### src/rtl/crc_chan_sched_if.sv
// Bundles the requester, result and engine signals of crc_chan_sched.
// slave  : the scheduler's view (requester side in, engine requests out)
// master : the environment's view (requesters, result consumers, CRC engine)
interface crc_chan_sched_if #(
  parameter int N = 2
);
  // requester side
  logic [N-1:0]    ch_start;
  logic [N-1:0]    ch_init_ones;
  logic [N-1:0]    ch_refout;
  logic [N-1:0]    ch_xorout;
  logic [N-1:0]    ch_valid;
  logic [N-1:0]    ch_last;
  logic [8*N-1:0]  ch_data;
  logic [N-1:0]    ch_ready;

  // result side
  logic [N-1:0]    res_valid;
  logic [32*N-1:0] res_crc;
  logic [N-1:0]    res_ack;
  logic [N-1:0]    err;

  // shared CRC engine
  logic            eng_start;
  logic [7:0]      eng_din;
  logic [31:0]     eng_crc_in;
  logic            eng_done;
  logic [31:0]     eng_crc_out;

  modport slave (
    input  ch_start, ch_init_ones, ch_refout, ch_xorout,
    input  ch_valid, ch_last, ch_data, res_ack,
    input  eng_done, eng_crc_out,
    output ch_ready, res_valid, res_crc, err,
    output eng_start, eng_din, eng_crc_in
  );

  modport master (
    output ch_start, ch_init_ones, ch_refout, ch_xorout,
    output ch_valid, ch_last, ch_data, res_ack,
    output eng_done, eng_crc_out,
    input  ch_ready, res_valid, res_crc, err,
    input  eng_start, eng_din, eng_crc_in
  );
endinterface

### src/rtl/crc_chan_sched.sv
// Round-robin scheduler sharing one byte-wise CRC32 engine between N
// requester channels. Each channel keeps its own CRC context and output
// configuration; the final reflection/XOR is applied on the last byte.
//
// state  | meaning
// -------+--------------------------------------------------------------
// IDLE   | look for an eligible channel, grant it and capture its byte
// ISSUE  | one-cycle eng_start with captured byte and channel context
// WAIT   | wait for eng_done (write back) or timeout (abort channel)
module crc_chan_sched #(
  parameter int N           = 2,
  parameter int ENG_TIMEOUT = 64
) (
  input  logic               clk,
  input  logic               rst,
  crc_chan_sched_if.slave    bus
);

  localparam int PW = (N > 1) ? $clog2(N) : 1;
  localparam int TW = $clog2(ENG_TIMEOUT + 1);

  typedef enum logic [1:0] {
    S_IDLE  = 2'd0,
    S_ISSUE = 2'd1,
    S_WAIT  = 2'd2
  } state_t;

  function automatic logic [31:0] bitrev32(input logic [31:0] v);
    logic [31:0] r;
    for (int b = 0; b < 32; b++) r[b] = v[31-b];
    return r;
  endfunction

  // FSM and in-flight transaction registers
  state_t            state_q, state_d;
  logic [PW-1:0]     ptr_q, ptr_d;
  logic [PW-1:0]     g_q, g_d;
  logic [7:0]        byte_q, byte_d;
  logic              last_q, last_d;
  logic [31:0]       crc_in_q, crc_in_d;
  logic              kill_q, kill_d;
  logic [TW-1:0]     tmr_q, tmr_d;

  // per-channel state
  logic [N-1:0]          active_q;
  logic [N-1:0][31:0]    ctx_q;
  logic [N-1:0]          refout_q;
  logic [N-1:0]          xorout_q;
  logic [N-1:0]          res_valid_q;
  logic [N-1:0][31:0]    res_crc_q;
  logic [N-1:0]          err_q;

  // combinational helpers
  logic [N-1:0]      eligible;
  logic              rr_found;
  logic [PW-1:0]     rr_idx;
  logic [PW:0]       rr_sum;
  logic [N-1:0]      ch_ready_c;
  logic              eng_start_c;
  logic              wb_c;
  logic              to_c;
  logic [31:0]       fin_crc;

  // A start in the same cycle as a byte takes effect first; the byte waits a cycle.
  assign eligible = active_q & bus.ch_valid & ~res_valid_q & ~bus.ch_start;

  // Pick the first eligible channel at or after the round-robin pointer.
  always_comb begin
    rr_found = 1'b0;
    rr_idx   = '0;
    rr_sum   = '0;
    for (int k = 0; k < N; k++) begin
      rr_sum = {1'b0, ptr_q} + (PW+1)'(k);
      if (rr_sum >= (PW+1)'(N)) rr_sum = rr_sum - (PW+1)'(N);
      if (!rr_found && eligible[rr_sum[PW-1:0]]) begin
        rr_found = 1'b1;
        rr_idx   = rr_sum[PW-1:0];
      end
    end
  end

  // Final CRC of the in-flight channel as it would be stored on its last byte.
  always_comb begin
    fin_crc = refout_q[g_q] ? bitrev32(bus.eng_crc_out) : bus.eng_crc_out;
    if (xorout_q[g_q]) fin_crc = fin_crc ^ 32'hFFFF_FFFF;
  end

  // FSM next-state and transaction bookkeeping.
  always_comb begin
    state_d     = state_q;
    ptr_d       = ptr_q;
    g_d         = g_q;
    byte_d      = byte_q;
    last_d      = last_q;
    crc_in_d    = crc_in_q;
    kill_d      = kill_q;
    tmr_d       = tmr_q;
    ch_ready_c  = '0;
    eng_start_c = 1'b0;
    wb_c        = 1'b0;
    to_c        = 1'b0;

    unique case (state_q)
      S_IDLE: begin
        if (rr_found) begin
          ch_ready_c[rr_idx] = 1'b1;
          g_d      = rr_idx;
          byte_d   = bus.ch_data[{rr_idx, 3'b000} +: 8];
          last_d   = bus.ch_last[rr_idx];
          crc_in_d = ctx_q[rr_idx];
          kill_d   = 1'b0;
          ptr_d    = (rr_idx == PW'(N-1)) ? '0 : rr_idx + 1'b1;
          state_d  = S_ISSUE;
        end
      end

      S_ISSUE: begin
        eng_start_c = 1'b1;
        tmr_d       = TW'(ENG_TIMEOUT);
        if (bus.ch_start[g_q]) kill_d = 1'b1;
        state_d     = S_WAIT;
      end

      S_WAIT: begin
        if (bus.ch_start[g_q]) kill_d = 1'b1;
        if (bus.eng_done) begin
          // A restarted channel still consumes the engine result but ignores it.
          wb_c    = !kill_q;
          state_d = S_IDLE;
        end else if (tmr_q == TW'(1)) begin
          to_c    = !kill_q;
          state_d = S_IDLE;
        end else begin
          tmr_d = tmr_q - 1'b1;
        end
      end

      default: state_d = S_IDLE;
    endcase
  end

  // FSM and in-flight transaction registers.
  always_ff @(posedge clk) begin
    if (rst) begin
      state_q  <= S_IDLE;
      ptr_q    <= '0;
      g_q      <= '0;
      byte_q   <= '0;
      last_q   <= 1'b0;
      crc_in_q <= '0;
      kill_q   <= 1'b0;
      tmr_q    <= '0;
    end else begin
      state_q  <= state_d;
      ptr_q    <= ptr_d;
      g_q      <= g_d;
      byte_q   <= byte_d;
      last_q   <= last_d;
      crc_in_q <= crc_in_d;
      kill_q   <= kill_d;
      tmr_q    <= tmr_d;
    end
  end

  // Per-channel context/result state; priority: start > result/abort > ack.
  always_ff @(posedge clk) begin
    if (rst) begin
      active_q    <= '0;
      ctx_q       <= '0;
      refout_q    <= '0;
      xorout_q    <= '0;
      res_valid_q <= '0;
      res_crc_q   <= '0;
      err_q       <= '0;
    end else begin
      for (int i = 0; i < N; i++) begin
        if (bus.res_ack[i]) res_valid_q[i] <= 1'b0;

        if (bus.ch_start[i]) begin
          active_q[i]    <= 1'b1;
          ctx_q[i]       <= bus.ch_init_ones[i] ? 32'hFFFF_FFFF : 32'h0000_0000;
          refout_q[i]    <= bus.ch_refout[i];
          xorout_q[i]    <= bus.ch_xorout[i];
          res_valid_q[i] <= 1'b0;
          err_q[i]       <= 1'b0;
        end else if (wb_c && (g_q == PW'(i))) begin
          ctx_q[i] <= bus.eng_crc_out;
          if (last_q) begin
            res_crc_q[i]   <= fin_crc;
            res_valid_q[i] <= 1'b1;
            active_q[i]    <= 1'b0;
          end
        end else if (to_c && (g_q == PW'(i))) begin
          err_q[i]    <= 1'b1;
          active_q[i] <= 1'b0;
        end
      end
    end
  end

  assign bus.ch_ready   = ch_ready_c;
  assign bus.res_valid  = res_valid_q;
  assign bus.res_crc    = res_crc_q;
  assign bus.err        = err_q;
  assign bus.eng_start  = eng_start_c;
  assign bus.eng_din    = byte_q;
  assign bus.eng_crc_in = crc_in_q;

endmodule
### src/flat_wrapper.sv
// flat-port wrapper written by rule: the top's interface ports become plain ports
module crc_chan_sched_flat 
#(
  parameter int N           = 2,
  parameter int ENG_TIMEOUT = 64
)
  (clk, rst, bus_ch_start, bus_ch_init_ones, bus_ch_refout, bus_ch_xorout, bus_ch_valid, bus_ch_last, bus_ch_data, bus_res_ack, bus_eng_done, bus_eng_crc_out, bus_ch_ready, bus_res_valid, bus_res_crc, bus_err, bus_eng_start, bus_eng_din, bus_eng_crc_in);
  crc_chan_sched_if #(.N(N)) bus_i ();
  input  logic clk;
  input  logic rst;
  input wire logic [$bits(bus_i.ch_start)-1:0] bus_ch_start;
  input wire logic [$bits(bus_i.ch_init_ones)-1:0] bus_ch_init_ones;
  input wire logic [$bits(bus_i.ch_refout)-1:0] bus_ch_refout;
  input wire logic [$bits(bus_i.ch_xorout)-1:0] bus_ch_xorout;
  input wire logic [$bits(bus_i.ch_valid)-1:0] bus_ch_valid;
  input wire logic [$bits(bus_i.ch_last)-1:0] bus_ch_last;
  input wire logic [$bits(bus_i.ch_data)-1:0] bus_ch_data;
  input wire logic [$bits(bus_i.res_ack)-1:0] bus_res_ack;
  input wire logic [$bits(bus_i.eng_done)-1:0] bus_eng_done;
  input wire logic [$bits(bus_i.eng_crc_out)-1:0] bus_eng_crc_out;
  output wire logic [$bits(bus_i.ch_ready)-1:0] bus_ch_ready;
  output wire logic [$bits(bus_i.res_valid)-1:0] bus_res_valid;
  output wire logic [$bits(bus_i.res_crc)-1:0] bus_res_crc;
  output wire logic [$bits(bus_i.err)-1:0] bus_err;
  output wire logic [$bits(bus_i.eng_start)-1:0] bus_eng_start;
  output wire logic [$bits(bus_i.eng_din)-1:0] bus_eng_din;
  output wire logic [$bits(bus_i.eng_crc_in)-1:0] bus_eng_crc_in;
  assign bus_i.ch_start = bus_ch_start;
  assign bus_i.ch_init_ones = bus_ch_init_ones;
  assign bus_i.ch_refout = bus_ch_refout;
  assign bus_i.ch_xorout = bus_ch_xorout;
  assign bus_i.ch_valid = bus_ch_valid;
  assign bus_i.ch_last = bus_ch_last;
  assign bus_i.ch_data = bus_ch_data;
  assign bus_i.res_ack = bus_res_ack;
  assign bus_i.eng_done = bus_eng_done;
  assign bus_i.eng_crc_out = bus_eng_crc_out;
  assign bus_ch_ready = bus_i.ch_ready;
  assign bus_res_valid = bus_i.res_valid;
  assign bus_res_crc = bus_i.res_crc;
  assign bus_err = bus_i.err;
  assign bus_eng_start = bus_i.eng_start;
  assign bus_eng_din = bus_i.eng_din;
  assign bus_eng_crc_in = bus_i.eng_crc_in;
  crc_chan_sched #(.N(N), .ENG_TIMEOUT(ENG_TIMEOUT)) u_core (.clk(clk), .rst(rst), .bus(bus_i));
endmodule
### config.mk
export PLATFORM = sky130hd
export DESIGN_NAME = crc_chan_sched_flat
export DESIGN_NICKNAME = d
export VERILOG_FILES = /design/src/rtl/crc_chan_sched_if.sv /design/src/rtl/crc_chan_sched.sv /design/src/flat_wrapper.sv
export SDC_FILE = /design/constraint.sdc
export NUM_CORES = 1
export LEC_CHECK = 0
export ABC_AREA = 0
export BUFFER_PORTS_ARGS = -buffer_cell sky130_fd_sc_hd__clkbuf_2
export CAP_MARGIN = 10
export CORE_MARGIN = 2
export CORE_UTILIZATION = 49
export CTS_BUF_LIST = sky130_fd_sc_hd__clkbuf_4 sky130_fd_sc_hd__clkbuf_8 sky130_fd_sc_hd__clkbuf_16
export DETAILED_ROUTE_END_ITERATION = 8
export GPL_ROUTABILITY_DRIVEN = 0
export GPL_TIMING_DRIVEN = 0
export PLACE_DENSITY = 0.76
export SETUP_SLACK_MARGIN = 0.1
export SLEW_MARGIN = 20
export SYNTH_ARGS = -nofsm -noshare
export SYNTH_HDL_FRONTEND = slang
export SYNTH_SLANG_ARGS = --single-unit
### constraint.sdc
create_clock -name clk -period 1.7 [get_ports clk]
set_input_delay 0 -clock clk [delete_from_list [all_inputs] [get_ports clk]]
set_output_delay 0 -clock clk [all_outputs]
set_load 0.01 [all_outputs]
# Word level (Yosys, flattened, before mapping)
# Cells that the tools add are included.
# W data, S select, Z words.
[totals] elab_cells=146 regBits=191 in_bits=65
[classes] n_reduce_logical=28 addsub=5 bitwise_logic=11 eq_ne=10 magnitude_cmp=7 n_mux=62 n_shift=1
[ops] op="$mux W32" n=10
[ops] op="$mux W1" n=41
[ops] op="$not A32 Y32" n=1
[ops] op="$shiftx A16 B5 Y8" n=1
[ops] op="$mux W7" n=2
[ops] op="$pmux W7 S2" n=1
[ops] op="$reduce_and A2 Y1" n=6
[ops] op="$reduce_and A3 Y1" n=4
[ops] op="$mux W2" n=5
[ops] op="$ne A3 B2 Y1 const B" n=3
[ops] op="$lt A1 B2 Y1 const B" n=4
[ops] op="$reduce_bool A2 Y1" n=4
[ops] op="$eq A7 B1 Y1 const B" n=1
[ops] op="$sub A7 B1 Y7 const B" n=1
[ops] op="$and A2 B2 Y2" n=3
[ops] op="$logic_and A1 B1 Y1" n=6
[ops] op="$pmux W2 S3" n=1
[ops] op="$reduce_bool A3 Y1" n=2
[ops] op="$reduce_or A2 Y1" n=3
[ops] op="$not A1 Y1" n=5
[ops] op="$ne A2 B1 Y1 const B" n=2
[ops] op="$ne A2 B2 Y1 const B" n=2
[ops] op="$not A2 Y2" n=2
[ops] op="$add A1 B1 Y2 const B" n=1
[ops] op="other kinds (11)" n=13

# Depth between registers and ports, before layout
# Gate-level depths: netlist of the first run.
[logic_depth] word_depth=15 depth_mapped=8 depth_no_buf=6

# Least setup slack after synthesis of the first run
# No wires, ideal clock.
[synth_timing] path_type="register to register" from="register u_core.state_q[0]" to="register u_core.res_crc_q (netlist bit u_core.bus.res_crc[22])" n_path_buf=1 setup_slack_ns=-0.049 arrival_ns=1.663 path_stages_with_launch=8 setup_time_ns=0.086 path_cell_list="dfxtp_1 inv_1 ha_1 nand3_2 nor4_4 clkbuf_1 nor2_1 a211oi_1"
[synth_between] elab_chain_len=4
[synth_lines] item="start: declaration" line="crc_chan_sched.sv:35" text="state_t state_q, state_d;"
[synth_lines] item="start signal: assignment" line="crc_chan_sched.sv:154" text="state_q <= state_d;"
[synth_lines] item="$eq A2 B2 Y1" line="crc_chan_sched.sv:103" text="unique case (state_q)"
[synth_lines] item="$mux W1" line="crc_chan_sched.sv:103"
[synth_lines] item="$logic_and A1 B1 Y1" line="crc_chan_sched.sv:186" text="end else if (wb_c && (g_q == PW'(i))) begin"
[synth_lines] item="$reduce_and A3 Y1 (no line)"
[synth_lines] item="end signal: indexed assignment" line="crc_chan_sched.sv:189" text="res_crc_q[i] <= fin_crc;"
[synth_lines] item="end: declaration" line="crc_chan_sched.sv:50" text="logic [N-1:0][31:0] res_crc_q;"
# No other way between the ends.
# A chain may end at the register's enable or synchronous reset.

# Worst setup path in the final report of the first run
[layout_timing] from="register u_core.state_q[0]" to="register u_core.res_crc_q (netlist bit u_core.bus.res_crc[45])"
# Same word-level chain as after synthesis.

==> out/qor.yml, run 1 <==
overflow: 0
synthFlopType: "dfxtp_1"
hold-path-endpoint: "u_core.ctx_q[31]$_SDFFE_PP0P_"
clk_pin_slew_ns: 0.07
fp.dieH_microns: 133
status: "finished, violations left"
portBuffers: 173
vias_per_cell: 5.82
synth_cell_types: 48
p_sw_share_pct: 28.0
end_kind: "flop"
relSlewSlack_pct: 47.3
totalPowerFinal_w: 0.0107
syn2layout_area_growth_pct: 46.8
grt_max_degree: 19
ir_drop_mv: 0.891
yosysSeqAreaShare_pct: 46.6
layout-drive-gt1-share_pct: 39.4
synthArstFlopShare_pct: 0
cp_data_arrival_time_ns: 2.19
synth_cells: 848
syn_nets: 919
worstSetupStartpointType: "flop"
antenna_found_initial: 0
clock_path_buffers: 2
wl_mm: 28.2
numCtsBuffers: 17
core_area_sq_um: 16500
die_area_sq_um: 17800
initial_core_util_pct: 49.8
netlist_top_cells_area: "dfxtp_1 (47%), a311oi_1 (6.9%), nor2_1 (6.5%)"
drv_cap: 0
ys_ff_latch: 191
hold_class: "in -> reg"
tritoncts: "done"
cp_max_fo: 10
setup_tns_ns: -2.46
clkPwrFrac_pct: 39.1
clock_skew_ns: 0.00923
path_class: "reg -> reg"
clock_latency_ns: 0.44
min-delay-start: "bus_ch_init_ones[0]"
drt_iter0_drc: 660
fin_util_pct: 73.2
holdWs_ns: 0.0207
drc_errors: 0
ios: 176
min_period_ns: 1.86
critPathRequiredTime_ns: 2.03
reg2reg_to: "u_core.bus.res_crc[45]$_SDFFE_PP0P_"
mostFrequentLayoutCell: "dfxtp_1"
slew_violations: 0
root_buffer: "clkbuf_16"
hold_depth: 3
worst_pin_slew_ns: 0.791
power.static_leakage_nw: 4.90
grt_pass1_wl_mm: 39.0
ys_warn_count: 0
globalRouteTotalUtil_pct: 27.8
power_frac_seq_pct: 44.6
drt-wirelength-per-cell_microns: 20.7
synth_edf_count: 0
vias: 7945
rsz0062_at_grt: "yes"
violations: "negative setup slack"
yosys.area.top_type: "dfxtp_1"
final_cell_mix: "dfxtp_1 (181), clkbuf_2 (179), nor2_1 (140), nand2b_1 (68), a311oi_1 (62)"
hpwl_mm: 16.9
switching_power_w: 0.00300
grt_pass1_vias: 7262
nets: 1201
hold_violations: 0
worst_slack_ns: -0.162
drtPass1Iterations: 5
clock_sinks: 191
internal-power_w: 0.00772
syn_avg_cell_area_sq_um: 9.68
netlist_area_sq_um: 8210
p_per_area_nw_per_um2: 890
dieWidth_microns: 133
period_share_pct: 110
r2r_cells: 8
max_freq_mhz: 537
power.share.combinational_pct: 16.3
setup_viol: 64
cts_max_level: 4
rows: 47
yosysTopAreaCellShare_pct: 46.6
reg2reg_from: "u_core.state_q[0]$_SDFFE_PP0P_"
r2r_setup_slack_ns: -0.16
antenna_left: 0
[registers in the layout (all words and copies together) (netlist names), 2 cells and up]
signal	cells
u_core.active_q	2
u_core.bus.eng_crc_in	32
u_core.bus.eng_din	8
u_core.bus.err	2
u_core.bus.res_crc	64
u_core.bus.res_valid	2
u_core.ctx_q	64
u_core.refout_q	2
u_core.state_q	2
u_core.tmr_q	7
u_core.xorout_q	2
[final cells by class]
| cell class | count | area, sq um |
|---|---|---|
| Clock buffer | 18 | 439 |
| Clock inverter | 14 | 169 |
| Buffer | 77 | 567 |
| Sequential cell | 191 | 3840 |
| Fill cell | 1065 | 4420 |
| Tap cell | 220 | 275 |
| Inverter | 8 | 35.0 |
| Timing Repair Buffer | 262 | 1800 |
| Multi-Input combinational cell | 573 | 4920 |
| Antenna cell | 1 | 2.50 |
[worst max path at each step]
stage	slack, ns	from	to	cells past startpoint
global route	-0.23	u_core.g_q$_SDFFE_PP0P_	u_core.bus.res_crc[45]$_SDFFE_PP0P_	7
global placement	-0.44	u_core.state_q[1]$_SDFFE_PP0P_	u_core.bus.eng_din[0]$_SDFFE_PP0P_	6
detailed placement	-0.41	u_core.state_q[1]$_SDFFE_PP0P_	u_core.last_q$_SDFFE_PP0P_	6
finish	-0.16	u_core.state_q[0]$_SDFFE_PP0P_	u_core.bus.res_crc[45]$_SDFFE_PP0P_	8
floorplan	0.07	u_core.state_q[0]$_SDFFE_PP0P_	u_core.bus.res_crc[22]$_SDFFE_PP0P_	7
CTS	0.003	u_core.g_q$_SDFFE_PP0P_	u_core.bus.res_crc[51]$_SDFFE_PP0P_	7
[per-stage QoR]
stage / setup WS, ns / instances / cell area (sq um)
finish: -0.162 / 1364 / 12000
global route: -0.234 / 1363 / 12000
global placement: -0.435 / 1241 / 9400
CTS: 0.00310 / 1354 / 11100
floorplan: 0.0673 / 848 / 8260
detailed placement: -0.413 / 1241 / 9400
[metal layers]
| layer | wire [microns] | part of all wire, % | vias up | track usage (%) |
|---|---|---|---|---|
| met5 | 0 | 0 | - | 0 |
| met1 | 11300 | 40 | 3770 | 36.3 |
| met3 | 2380 | 8.4 | 101 | 6.54 |
| met4 | 1130 | 4.0 | 0 | 10.5 |
| li1 | - | - | 3654 | - |
| met2 | 13400 | 48 | 420 | 44.8 |
[worst max-delay path, cell delays in order, from the launching register on]
cell and delay [ns]:
dfxtp_4 0.37, inv_4 0.08, ha_4 0.21, nand3_4 0.14
nor3_4 0.25, buf_12 0.17, clkbuf_8 0.17, nor2_1 0.07
a211oi_1 0.29
[synthesized netlist by cell type, types with 2 or more instances]
cell type and instances:
or3_1 4, inv_1 7, and2_1 41, nor4_1 2, a311oi_1 65, buf_6 4
nand3_1 6, a21boi_1 3, nand2_1 10, clkbuf_1 49, a211oi_1 70, a21oi_1 10
mux2i_1 41, nor2b_1 3, dfxtp_1 191, o21ai_0 2, nand2b_1 71, mux2i_2 2
nor2_1 141, a221o_1 41, buf_1 8, buf_2 9, xnor2_1 32, ha_1 6
buf_4 7
[power groups by stage]
stage | sequential [W] | clock, W | combinational [W]
2_1_floorplan | 0.00484 | 0 | 0.000747
3_3_place_gp | 0.00485 | 0 | 0.00110
3_5_place_dp | 0.00486 | 0 | 0.00111
4_1_cts | 0.00475 | 0.00417 | 0.00137
5_1_grt | 0.00479 | 0.00437 | 0.00184
6_report | 0.00478 | 0.00420 | 0.00174
[repair_timing]
action	4_1_cts	5_1_grt
hold endpoints to repair	79	0
cloned	7	3
endpoints found under the setup margin	175	162
buffers inserted	18	6
gates resized for setup	93	186
hold buffers	56	0
pin swaps	47	69
[kinds of logic after synthesis]
kind of cell / synth area share [%]
buffers and inverters: 4.71
AOI/OAI and AO/OA: 20.7
muxes: 5.34
xor gates and xnor gates: 3.42
DFF: 46.6
adders and majority gates: 0.915
and+or+nand+nor: 18.3
Power figures use the tool's default switching activity.
==> run 2: changes to the inputs <==
--- a/config.mk
+++ b/config.mk
@@ -14,6 +14,7 @@
 export DETAILED_ROUTE_END_ITERATION = 8
 export GPL_ROUTABILITY_DRIVEN = 0
 export GPL_TIMING_DRIVEN = 0
+export HOLD_SLACK_MARGIN = 0.05
 export PLACE_DENSITY = 0.76
 export SETUP_SLACK_MARGIN = 0.1
 export SLEW_MARGIN = 20
==> run 2 against run 1 <==
Effect of this change:
- the run still ends with negative setup slack left
- largest cell class unchanged
- critical path depth unchanged
- clock skew increased by 0.0026 ns
- cell count about the same
- clock-buffer cell count unchanged
- sequential power about the same
==> out/qor.yml, run 2 (synthesis gave the netlist of run 1 again) <==
antenna_cells: 0  # -1
drt_iter0_drc: 608  # -7.9%
syn2layout_area_growth_pct: 47.0
r2r_cells: 8  # unchanged
power.static_leakage_nw: 4.91  # +0.17%
antenna_found_initial: 0  # unchanged
die_area_sq_um: 17800  # unchanged
cpPeakStageDelay_ns: 0.37  # about the same
placed_cell_area_sq_um: 9400  # unchanged
drc_errors: 0  # unchanged
vias: 8032  # +1.1%
ios: 176  # unchanged
clock_latency_ns: 0.44  # about the same
crit_buf_inv: 3  # unchanged
hold_violations: 0  # unchanged
reg2reg_from: "u_core.state_q[0]$_SDFFE_PP0P_"
r2r_setup_slack_ns: -0.17  # about the same
grt_pass1_vias: 7266  # +0.055%
cp_max_fo: 10  # unchanged
setup_viol: 61  # -4.7%
cp_cell_sequence: "inv_4 > ha_4 > nand3_4 > nor3_4 > buf_12 > clkbuf_8 > nor2_1 > a211oi_1"
drv_cap: 0  # unchanged
overflow: 0  # unchanged
initial_core_util_pct: 49.8  # unchanged
fin_util_pct: 73.3  # +0.11 points
root_buffer: "clkbuf_16"
max_freq_mhz: 536  # -0.24%
core_area_sq_um: 16500  # unchanged
clk_pin_slew_ns: 0.07  # about the same
p_sw_share_pct: 27.9  # -0.092 points
status: "finished, violations left"
period_share_pct: 110  # +0.26 points
switching_power_w: 0.00299  # -0.42%
ir_drop_mv: 0.888  # -0.35%
nets: 1203  # +0.17%
numCtsBuffers: 17  # unchanged
slew_violations: 0  # unchanged
drt-wirelength-per-cell_microns: 20.6  # -0.27%
final_cell_mix: "dfxtp_1 (181), clkbuf_2 (179), nor2_1 (140), nand2b_1 (68), a311oi_1 (62)"
violations: "negative setup slack"
min-delay-start: "bus_ch_valid[0]"
globalRouteTotalUtil_pct: 27.8  # +0.049 points
grt_pass1_wl_mm: 39.1  # +0.21%
reg2reg_to: "u_core.bus.res_crc[45]$_SDFFE_PP0P_"
portBuffers: 173  # unchanged
hold_class: "in -> reg"
layout-drive-gt1-share_pct: 39.3  # -0.069 points
hold_depth: 4  # +1
path_class: "reg -> reg"
fp.dieH_microns: 133  # unchanged
worstSetupStartpointType: "flop"
p_per_area_nw_per_um2: 888  # -0.24%
end_kind: "flop"
cpLargestDelayFamily: "simple AND/OR/NAND/NOR gates"
final_area_sq_um: 12100  # +0.15%
tritoncts: "done"
internal-power_w: 0.00772  # about the same
grt_max_degree: 19  # unchanged
critPathRequiredTime_ns: 2.03  # about the same
fill_cells: 1058  # -0.66%
power.share.combinational_pct: 16.3  # about the same
rows: 47  # unchanged
hpwl_mm: 16.9  # unchanged
rsz0062_at_grt: "yes"
power_frac_seq_pct: 44.6  # about the same
antenna_left: 0  # unchanged
clock_skew_ns: 0.0119  # +0.00264 ns
worst_pin_slew_ns: 0.786  # -0.00488 ns
clkPwrFrac_pct: 39.0  # about the same
relSlewSlack_pct: 47.6  # +0.33 points
mostFrequentLayoutCell: "dfxtp_1"
cp_slowest_cell: "dfxtp_4"
hold-path-endpoint: "u_core.ptr_q$_SDFFE_PP0P_"
vias_per_cell: 5.88  # +1.0%
min_period_ns: 1.87  # +0.00449 ns
cp_data_arrival_time_ns: 2.20  # about the same
clock_sinks: 191  # unchanged
wl_mm: 28.2  # -0.20%
dieWidth_microns: 133  # unchanged
drtPass1Iterations: 5  # unchanged
worst_slack_ns: -0.167  # -0.00449 ns
clock_path_buffers: 2  # unchanged
cts_max_level: 4  # unchanged
-- run 2: cell types whose count changed in the layout (fill, tap and decap cells not counted) --
cell           before  now
diode_2             1    0
dlygate4sd3_1      56   58
-- run 2: worst max path at each step --
| stage | from | end | slack [ns] | cells past startpoint |
|---|---|---|---|---|
| floorplan | u_core.state_q[0]$_SDFFE_PP0P_ | u_core.bus.res_crc[22]$_SDFFE_PP0P_ | 0.07 | 7 |
| global placement | u_core.state_q[1]$_SDFFE_PP0P_ | u_core.bus.eng_din[0]$_SDFFE_PP0P_ | -0.44 | 6 |
| detailed placement | u_core.state_q[1]$_SDFFE_PP0P_ | u_core.last_q$_SDFFE_PP0P_ | -0.41 | 6 |
| CTS | u_core.g_q$_SDFFE_PP0P_ | u_core.bus.res_crc[51]$_SDFFE_PP0P_ | 0.003 | 7 |
| global route | u_core.g_q$_SDFFE_PP0P_ | u_core.bus.res_crc[45]$_SDFFE_PP0P_ | -0.23 | 7 |
| finish | u_core.state_q[0]$_SDFFE_PP0P_ | u_core.bus.res_crc[45]$_SDFFE_PP0P_ | -0.17 | 8 |
-- run 2: repair_timing --
item                                    in CTS  in global routing
pin swaps                                   47                 69
hold buffers                                58                  0
setup buffers                               18                  6
endpoints found under the setup margin     175                162
cloned                                       7                  3
hold endpoints to repair                    79                  0
resized for setup                           93                186
-- run 2: tightest hold or removal path, stage by stage --
cell and delay (ns):
clkbuf_2 0.11, nor4bb_1 0.15, a21oi_1 0.15, a311oi_1 0.06
-- run 2: cell type report --
class / instances / area, sq um / share of cell area, %
buffer: 77 / 567 / 4.70
clock buffer: 18 / 439 / 3.64
clock inverter: 14 / 169 / 1.40
inverter: 8 / 35.0 / 0.290
multi-input combinational: 573 / 4920 / 40.8
sequential: 191 / 3840 / 31.8
tap: 220 / 275 / 2.28
timing repair buffer: 264 / 1820 / 15.0
-- run 2: per-stage QoR --
step / setup TNS (ns) / power, W / setup WS (ns) / hold slack (ns) / cells
finish: -2.45 / 0.0107 / -0.167 / 0.100 / 1365
global route: -7.75 / 0.0110 / -0.231 / 0.111 / 1365
global placement: -34.95 / 0.00595 / -0.435 / 0.223 / 1241
CTS: 0 / 0.0103 / 0.00310 / 0.0588 / 1356
detailed placement: -37.15 / 0.00597 / -0.413 / 0.232 / 1241
floorplan: 0 / 0.00559 / 0.0673 / 0.139 / 848
-- run 2: power by group through the flow --
stage	combinational (W)	clock, W	sequential, W
finish	0.00175	0.00418	0.00478
global route	0.00184	0.00436	0.00479
detailed placement	0.00111	0	0.00486
CTS	0.00137	0.00417	0.00475
floorplan	0.000747	0	0.00484
global placement	0.00110	0	0.00485
-- run 2: routing by layer --
layer | track usage, % | routed length [microns]
met1 | 36.4 | 11200
met2 | 45.1 | 13400
met3 | 6.58 | 2410
met4 | 9.81 | 1170
met5 | 0 | 0
==> run 3: changes to the inputs <==
--- a/config.mk
+++ b/config.mk
@@ -15,7 +15,7 @@
 export GPL_ROUTABILITY_DRIVEN = 0
 export GPL_TIMING_DRIVEN = 0
 export HOLD_SLACK_MARGIN = 0.05
-export PLACE_DENSITY = 0.76
+export PLACE_DENSITY_LB_ADDON = 0.08
 export SETUP_SLACK_MARGIN = 0.1
 export SLEW_MARGIN = 20
 export SYNTH_ARGS = -nofsm -noshare
==> run 3 against run 2 <==
Effect of this change:
- the run still ends with negative setup slack left
- combinational power rose by 4%
- hold slack improved by 0.0050 ns
- global-route usage rose by 1.4 points
- worst setup slack better by 0.039 ns
- sequential power about the same
- cell count is 0.29% higher
- core utilization is 1.3 points higher
- non-clock buffer count grew 3
- clock-buffer cell count increased by 2
- cell area increased by 1.7%
- sequential share of layout area fell by 0.52 points
- critical path depth down 1
- largest cell class unchanged
==> out/qor.yml, run 3 (synthesis gave the netlist of run 1 again) <==
totalPowerFinal_w: 0.0105  # -2.1%
clkPwrFrac_pct: 37.2  # -1.8 points
fill_cells: 1134  # +7.2%
internal-power_w: 0.00761  # -1.4%
antenna_found_initial: 0  # unchanged
rows: 47  # unchanged
initial_core_util_pct: 49.8  # unchanged
vias: 7836  # -2.4%
period_share_pct: 108  # -2.3 points
mostFrequentLayoutCell: "dfxtp_1"
status: "finished, violations left"
path_class: "reg -> reg"
drt-wirelength-per-cell_microns: 20.4  # -1.3%
root_buffer: "clkbuf_16"
p_sw_share_pct: 27.5  # -0.46 points
min_period_ns: 1.83  # -0.0389 ns
p_per_area_nw_per_um2: 855  # -3.7%
ios: 176  # unchanged
antenna_left: 0  # unchanged
power_frac_seq_pct: 45.4  # +0.8 points
register_area_sq_um: 3840  # about the same
cp_max_fo: 8  # -2
holdWs_ns: 0.105  # +0.00495 ns
dieWidth_microns: 133  # unchanged
fp.dieH_microns: 133  # unchanged
clock_path_buffers: 2  # unchanged
end_kind: "flop"
clock_latency_ns: 0.44  # about the same
place_inst: 1241  # unchanged
hold_class: "in -> reg"
syn2layout_area_growth_pct: 49.6
hpwl_mm: 17.5  # +3.6%
rsz0062_at_grt: "yes"
violations: "negative setup slack"
clk_pin_slew_ns: 0.07  # about the same
clock_sinks: 191  # unchanged
max_freq_mhz: 547  # +2.1%
power.static_leakage_nw: 4.92  # +0.17%
hold_violations: 0  # unchanged
vias_per_cell: 5.72  # -2.7%
worst_slack_ns: -0.128  # +0.0389 ns
clock_skew_ns: 0.00734  # -0.00453 ns
nets: 1207  # +0.33%
ir_drop_mv: 0.662  # -25%
setup_viol: 71  # +16%
overflow: 0  # unchanged
worst_pin_slew_ns: 0.779  # -0.00643 ns
cts_max_level: 4  # unchanged
power.share.combinational_pct: 17.4  # +1.1 points
switching_power_w: 0.00288  # -3.7%
final_cell_mix: "dfxtp_1 (181), clkbuf_2 (180), nor2_1 (140), nand2b_1 (69), a311oi_1 (63)"
grt_pass1_vias: 7478  # +2.9%
critPathRequiredTime_ns: 2.00  # -0.03 ns
globalRouteTotalUtil_pct: 29.2  # +1.4 points
antenna_cells: 0  # unchanged
grt_max_degree: 17  # -2
drv_cap: 0  # unchanged
drt_iter0_drc: 665  # +9.4%
core_area_sq_um: 16500  # unchanged
die_area_sq_um: 17800  # unchanged
grt_pass1_wl_mm: 40.5  # +3.5%
tritoncts: "done"
multi_input_area_sq_um: 5090  # +3.3%
fin_cells: 1369  # +0.29%
relSlewSlack_pct: 48.0  # +0.43 points
cp_data_arrival_time_ns: 2.13  # -0.07 ns
layout-drive-gt1-share_pct: 39.7  # +0.39 points
drtPass1Iterations: 5  # unchanged
slew_violations: 0  # unchanged
dp_slack_ns: -0.502  # -0.0889 ns
worstSetupStartpointType: "flop"
portBuffers: 173  # unchanged
drc_errors: 0  # unchanged
wl_mm: 27.9  # -1.1%
numCtsBuffers: 17  # unchanged
## run 3: changes by cell type in the layout (fill, tap and decap cells not counted), sizes merged, moves of 2 or more
cell,before,now
clkinv,4,6
inv,16,11
clkinvlp,0,2
buf,65,68
clkbuf,236,238
## run 3: stage by stage
step | util, % | cell area [sq um] | setup TNS (ns)
6_report | 74.5 | 12300 | -3.95
5_1_grt | 74.5 | 12300 | -8.50
4_1_cts | 69.5 | 11400 | -0.0222
3_5_place_dp | 57.1 | 9400 | -42.54
3_3_place_gp | 57.1 | 9400 | -39.09
2_1_floorplan | - | 8260 | 0
## run 3: power by group through the flow
stage | clock, W | sequential (W) | combinational (W)
after floorplan | 0 | 0.00484 | 0.000747
after global placement | 0 | 0.00485 | 0.00115
after detailed placement | 0 | 0.00485 | 0.00116
after CTS | 0.00393 | 0.00475 | 0.00152
after global routing | 0.00409 | 0.00478 | 0.00192
final | 0.00391 | 0.00476 | 0.00182
## run 3: worst max-delay path: stages, from the launching register on
cell and delay, ns:
dfxtp_2 0.34, buf_8 0.14, mux2i_4 0.26, buf_12 0.18, buf_8 0.16, mux2i_2 0.27
xnor2_1 0.20, a211oi_1 0.12
## run 3: layout make-up
cell class,count,share of cell area (%)
Clock buffer,20,3.75
Timing Repair Buffer,267,15.4
Inverter,8,0.285
Sequential cell,191,31.3
Clock inverter,12,0.887
Multi-Input combinational cell,574,41.4
Buffer,77,4.71
Tap cell,220,2.24
## run 3: what timing repair did
action | CTS | global route
pin swaps | 74 | 52
resized for setup | 154 | 145
cloned | 7 | 5
hold endpoints to repair | 79 | 0
setup buffers | 15 | 11
hold buffers | 58 | 0
endpoints found under the setup margin | 174 | 175
## run 3: final timing paths
path / from / endpoint / slack [ns] / cells past startpoint
worst max-delay path: u_core.g_q$_SDFFE_PP0P_ / u_core.bus.res_crc[50]$_SDFFE_PP0P_ / -0.13 / 7
worst min-delay path: bus_eng_done / u_core.bus.res_valid[1]$_SDFF_PP0_ / 0.11 / 4
worst max register to register: u_core.g_q$_SDFFE_PP0P_ / u_core.bus.res_crc[50]$_SDFFE_PP0P_ / -0.13 / 7
worst min register to register: u_core.bus.err[0]$_SDFFE_PP0P_ / u_core.bus.err[0]$_SDFFE_PP0P_ / 0.47 / 2
## run 3: routing by layer
layer	up-vias	GRT usage, %	part of all wire (%)
li1	3669	-	-
met1	3785	36.9	41
met2	315	48.7	49
met3	67	7.31	7.0
met4	0	9.93	2.9
met5	-	0	0
